$ cat config.mk
export PLATFORM = sky130hd
export DESIGN_NAME = scan_sel_gen
export DESIGN_NICKNAME = d
export VERILOG_FILES = /design/src/rtl/scan_sel_gen.sv
export SDC_FILE = /design/constraint.sdc
export NUM_CORES = 1
export LEC_CHECK = 0
export CAP_MARGIN = 0
export CELL_PAD_IN_SITES_DETAIL_PLACEMENT = 1
export CELL_PAD_IN_SITES_GLOBAL_PLACEMENT = 2
export CORE_MARGIN = 2
export CORE_UTILIZATION = 28
export CTS_CLUSTER_DIAMETER = 100
export DETAILED_ROUTE_END_ITERATION = 10
export GPL_ROUTABILITY_DRIVEN = 1
export PLACE_DENSITY = 0.85
export SETUP_SLACK_MARGIN = 0.1
export SLEW_MARGIN = 20
export SYNTH_ARGS = -nofsm -noshare
export SYNTH_HDL_FRONTEND = slang
export SYNTH_SLANG_ARGS = --single-unit
export TNS_END_PERCENT = 1
$ cat constraint.sdc
create_clock -name clk -period 2.1 [get_ports clk]
set_input_delay 0.525 -clock clk [delete_from_list [all_inputs] [get_ports clk]]
set_output_delay 0.525 -clock clk [all_outputs]
set_load 0.01 [all_outputs]
$ cat src/rtl/scan_sel_gen.sv
// Scan sequencer: walks a 2-bit select over the enabled positions of a 4-way group,
// holding each position for div+1 cycles. All outputs are registered.
module scan_sel_gen #(
  parameter int DIV_WIDTH = 16
) (
  input  logic                 clk,
  input  logic                 rst_n,
  input  logic                 en,
  input  logic [3:0]           mask,
  input  logic [DIV_WIDTH-1:0] div,
  output logic [1:0]           sel,
  output logic                 valid,
  output logic                 tick,
  output logic                 wrap
);

  typedef enum logic {
    IDLE = 1'b0,
    SCAN = 1'b1
  } state_t;

  state_t               state_q, state_d;
  logic [1:0]           sel_q, sel_d;
  logic                 valid_q, valid_d;
  logic                 tick_q, tick_d;
  logic                 wrap_q, wrap_d;
  logic [DIV_WIDTH-1:0] presc_q, presc_d;

  logic       active;
  logic       advance;
  logic [1:0] nxt_sel;
  logic [1:0] low_sel;

  // First enabled position after s, searching s+1, s+2, s+3 and finally s itself.
  function automatic logic [1:0] nxt_pos(input logic [1:0] s, input logic [3:0] m);
    logic [1:0] k;
    logic [1:0] r;
    r = s;
    for (int i = 3; i >= 1; i--) begin
      k = s + 2'(i);
      if (m[k]) r = k;
    end
    return r;
  endfunction

  function automatic logic [1:0] low_pos(input logic [3:0] m);
    logic [1:0] r;
    r = 2'd0;
    for (int i = 3; i >= 0; i--) begin
      if (m[i]) r = 2'(i);
    end
    return r;
  endfunction

  assign active  = en && (mask != 4'b0000);
  // A position whose enable was dropped mid-dwell is left on the next edge.
  assign advance = (presc_q >= div) || !mask[sel_q];
  assign nxt_sel = nxt_pos(sel_q, mask);
  assign low_sel = low_pos(mask);

  always_ff @(posedge clk or negedge rst_n) begin
    if (!rst_n) begin
      state_q <= IDLE;
      sel_q   <= 2'd0;
      valid_q <= 1'b0;
      tick_q  <= 1'b0;
      wrap_q  <= 1'b0;
      presc_q <= '0;
    end else begin
      state_q <= state_d;
      sel_q   <= sel_d;
      valid_q <= valid_d;
      tick_q  <= tick_d;
      wrap_q  <= wrap_d;
      presc_q <= presc_d;
    end
  end

  always_comb begin
    state_d = state_q;
    case (state_q)
      IDLE:    if (active)  state_d = SCAN;
      SCAN:    if (!active) state_d = IDLE;
      default: state_d = IDLE;
    endcase
  end

  // Idle values are the defaults; losing en or mask overrides any pending advance.
  always_comb begin
    sel_d   = 2'd0;
    valid_d = 1'b0;
    tick_d  = 1'b0;
    wrap_d  = 1'b0;
    presc_d = '0;
    case (state_q)
      IDLE: begin
        if (active) begin
          sel_d   = low_sel;
          valid_d = 1'b1;
          tick_d  = 1'b1;
        end
      end
      SCAN: begin
        if (active) begin
          valid_d = 1'b1;
          if (advance) begin
            sel_d  = nxt_sel;
            tick_d = 1'b1;
            wrap_d = (nxt_sel <= sel_q);
          end else begin
            sel_d   = sel_q;
            presc_d = presc_q + DIV_WIDTH'(1);
          end
        end
      end
      default: ;
    endcase
  end

  assign sel   = sel_q;
  assign valid = valid_q;
  assign tick  = tick_q;
  assign wrap  = wrap_q;

endmodule
# Word-level counts from Yosys, hierarchy flattened
# Index checks and enable logic that the tools add are counted.
# op_classes
n_eq_ne	1
n_addsub	4
bitwise_logic	1
reduce_logical	4
order_cmp	6
n_mux	29
# ops
op	count
$mux 16	3
$mux 2	10
$add 16x1->16 const B	1
$ge 16x16->1	1
$lt 2x3->1 const B	4
$mux 1	10
$bmux 1 s2	4
$add 2x2->2 const B	2
$pmux 2 s2	1
$reduce_bool 4->1	1
$ne 3x2->1 const B	1
$add 2x1->2 const B	1
$le 2x2->1	1
$pmux 1 s2	1
$logic_and 1x1->1	1
$logic_not 1->1	1
$logic_or 1x1->1	1
$not 1->1	1
# totals
in_bits	23
register_bits	21
output_inout_bits	5

# Longest topological paths before layout
# logic_depth
depth_word	10
depth_mapped	10

# Worst setup path before layout
# No wires, ideal clock.
# synth_path
path_type	input port to flip-flop
startpoint	input port div[0]
endpoint	register sel_q[0], in the netlist sel[0]
setup_time_ns	0.125
slack_ns	-0.186
path_stages	8
arrival_time_ns	2.160
n_path_buf	1
cell_sequence	ha_1 nand2b_1 a2111oi_2 a2111oi_0 o21a_1 o22a_1 buf_6 mux2_4
# synth_via
elab_chain_cells	3
# synth_lines
item	line_no	rtl
start, declared	10	input logic [DIV_WIDTH-1:0] div,
$ge 16x16->1	57	assign advance = (presc_q >= div) || !mask[sel_q];
$logic_or 1x1->1	57	
$ne 3x2->1 (no line)	n/a	
end signal, assigned	71	sel_q <= sel_d;
end, declared	23	logic [1:0] sel_q, sel_d;
# Every way passes these cells.
# A chain may end at the register's enable or synchronous reset.

# Final worst setup path
# layout_path
startpoint	input port div[14]
endpoint	register sel_q[0], in the netlist sel[0]
# The elaborated chain is that of the path after synthesis.

==> results.py <==
metrics = {
    "critical_path": {
        "cp-start-kind": "input pin",
        "worst-r2r-cell-count": 7,
        "critical_path.cell_chain": "clkdlybuf4s15_1, inv_2, ha_4, a21o_1, a21oi_2, nand4_1, or2_1, o22a_1, mux2_4",
        "criticalPathCategory": "in -> reg",
        "worstPathMaxFanout": 3,
        "rr_startpoint": "presc_q[9]",
        "cp_data_required_time_ps": 2270,
        "r2r-end": "sel[0]",
        "cp_slowest_cell": "mux2_4",
        "cp-end-kind": "flip-flop",
        "cpPeakStageDelay_ps": 310,
        "cp.arrival_ps": 2260,
        "reg2reg_setup_slack_ps": 8,
    },
    "finish": {
        "mostFrequentLayoutCell": "buf_4",
        "nNetsFinal": 268,
        "multiInputGateArea_um2": 1070,
        "layout-drive-gt1-share_pct": 35.1,
        "final_cell_mix": "buf_4, dfrtp_1, nor2_1",
        "area_delta_synth_final_pct": 56.0,
        "seq_area_um2": 526,
        "fill_cells": 599,
        "fin_util_pct": 45.5,
        "fin_cells": 295,
        "diodes": 0,
    },
    "detailed_routing": {
        "ant_nets": 0,
        "dr.pass1.iters": 4,
        "vias": 1373,
        "drtIter0Drc": 33,
        "wl_per_cell_um": 13.7,
        "drcViolationCount": 0,
        "vias_per_cell": 4.65,
        "wirelength_mm": 4.04,
    },
    "synthesis": {
        "syn-mean-instance-area_um2": 9.13,
        "synth_flop_cell": "dfrtp_1",
        "syn_nets": 205,
        "synth_cell_types": 35,
        "ys_seq_area_share_pct": 35.3,
        "synth_edf_count": 0,
        "yosys_warnings": 0,
        "synthCells": 163,
        "syn_area_um2": 1490,
        "ys_ff_latch": 21,
        "synth_async_sr_flop_share_pct": 100,
    },
    "floorplanning": {
        "die_y_um": 76.9,
        "core_area_um2": 5110,
        "dieArea_um2": 5920,
        "die_w_um": 76.9,
        "num_rows": 26,
        "ioPinCount": 28,
        "initial_core_util_pct": 29.2,
    },
    "global_route": {
        "grt_pass1_wl_mm": 6.78,
        "grt_start_max_net_pins": 22,
        "antenna_found_initial": 0,
        "grtUsageTotal_pct": 14.4,
        "overflow": 0,
        "grt_pass1_vias": 1451,
    },
    "sta": {
        "max_slew_margin_pct": 79.2,
        "post-route-period-util_pct": 99.6,
        "max_freq_mhz": 478,
        "finalHoldViolCount": 0,
        "holdWs_ps": 545,
        "rsz0062_at_grt": "yes",
        "period_minus_slack_ps": 2090,
        "tns_ps": 0,
        "clock_skew_ps": 8.60,
        "tightest_slew_ps": 312,
        "setup_violations": 0,
        "slew_viol_final": 0,
    },
    "run_status": {
        "status": "completed",
    },
    "hold_path": {
        "hold_path_class": "reg -> reg",
        "min_to": "tick",
        "min_from": "valid",
        "hold_depth": 1,
    },
    "placed_design": {
        "io_buffers": 27,
        "gp_congestion": 0.733,
        "dp_hpwl_mm": 3.00,
        "placed_cells": 285,
    },
    "clocking": {
        "clock-sinks": 21,
        "cts_made_buffers": 3,
        "cts.htree.levels": 1,
        "cts_tree": "built",
        "clk_pin_slew_worst_paths_ps": 90,
        "cts_buffer_depth": 2,
        "clkLatencyLatePin_ps": 270,
        "root_buffer": "clkbuf_8",
    },
    "pwr": {
        "ir_worst_vdd_mv": 0.289,
        "p_leak_nw": 1.03,
        "p_per_area_nw_per_um2": 445,
        "totalPowerFinal_mw": 1.03,
    },
    "run": {
        "maxCapViolations": 0,
    },
}
cells by family after synthesis:
group	after synthesis	share of synthesized area, %
adders and majority gates	19	16.0
DFF	21	35.3
AOI/OAI and AO/OA	30	13.8
muxes	3	3.45
and+or+nand+nor	51	16.0
buffers and inverters	25	7.31
xor gates and xnor gates	14	8.24
cells in the mapped netlist, drive strengths merged, types with 2 or more instances:
master   number  area, um2
xnor2         8       70.1
nor3          3       15.0
a21oi         7       35.0
and3          3       18.8
nand2        10       37.5
inv          22       82.6
a2111oi       2       23.8
buf           2       22.5
nor2b         3       18.8
dfrtp        21        526
ha           19        238
xor2          6       52.6
nor2         19       71.3
nand3         6       30.0
nand2b        2       12.5
nand4         3       18.8
o21ai         8       40.0
o211ai        3       22.5
routing by layer:
layer  part of all wire, %  GRT usage (%)
met1                    42           17.0
met2                    53           25.6
met3                   3.9           2.94
met4                   1.2           4.91
met5                     0              0
what timing repair did:
| action | in CTS | in global routing |
|---|---|---|
| endpoints found under the setup margin | 20 | 20 |
| pin swaps | 21 | 9 |
| hold buffers | 0 | 0 |
| resized for setup | 59 | 2 |
| buffers inserted | 4 | 3 |
| hold endpoints to repair | 0 | 0 |
| gates cloned | 0 | 0 |
where the power goes:
part	internal [mW]	total (mW)	switching [mW]	leakage [nW]
logic	0.174	0.319	0.145	0.721
registers	0.418	0.432	0.0145	0.287
clock network	0.133	0.281	0.149	0.0255
worst max path at each step:
stage / startpoint / to / slack [ps] / depth (start not counted)
global placement: div[9] / sel[0] / -650 / 9
global route: presc_q[9] / sel[1] / -120 / 8
finish: div[14] / sel[0] / 8 / 9
detailed placement: div[9] / sel[0] / -710 / 9
floorplan: div[9] / sel[0] / -60 / 9
CTS: presc_q[0] / sel[0] / -7 / 8
worst max-delay path: cells and delay by family:
family,cells,cell delay [ps]
compound gates,3,590
mux,1,310
simple gates,2,370
buf+inv,2,230
fa+ha+maj,1,230
sequential cells by signal, summed over array words and instances (netlist names):
name,cells
tick,1
valid,1
presc_q,16
sel,2
wrap,1
stage by stage:
stage               instance area, um2  setup slack (ps)
global placement                  2110              -650
global route                      2320              -119
CTS                               2300             -7.15
detailed placement                2110              -706
finish                            2320              8.04
floorplan                         1570             -64.5
layout make-up:
type | count | area share (%)
flip-flops and latches | 21 | 22.6
multi-input cells | 117 | 46.1
well taps | 70 | 3.77
clock buffers | 3 | 1.78
clock inverters | 1 | 0.216
inverters | 22 | 3.88
repair buffers | 61 | 21.7
Power figures use the tool's default switching activity.
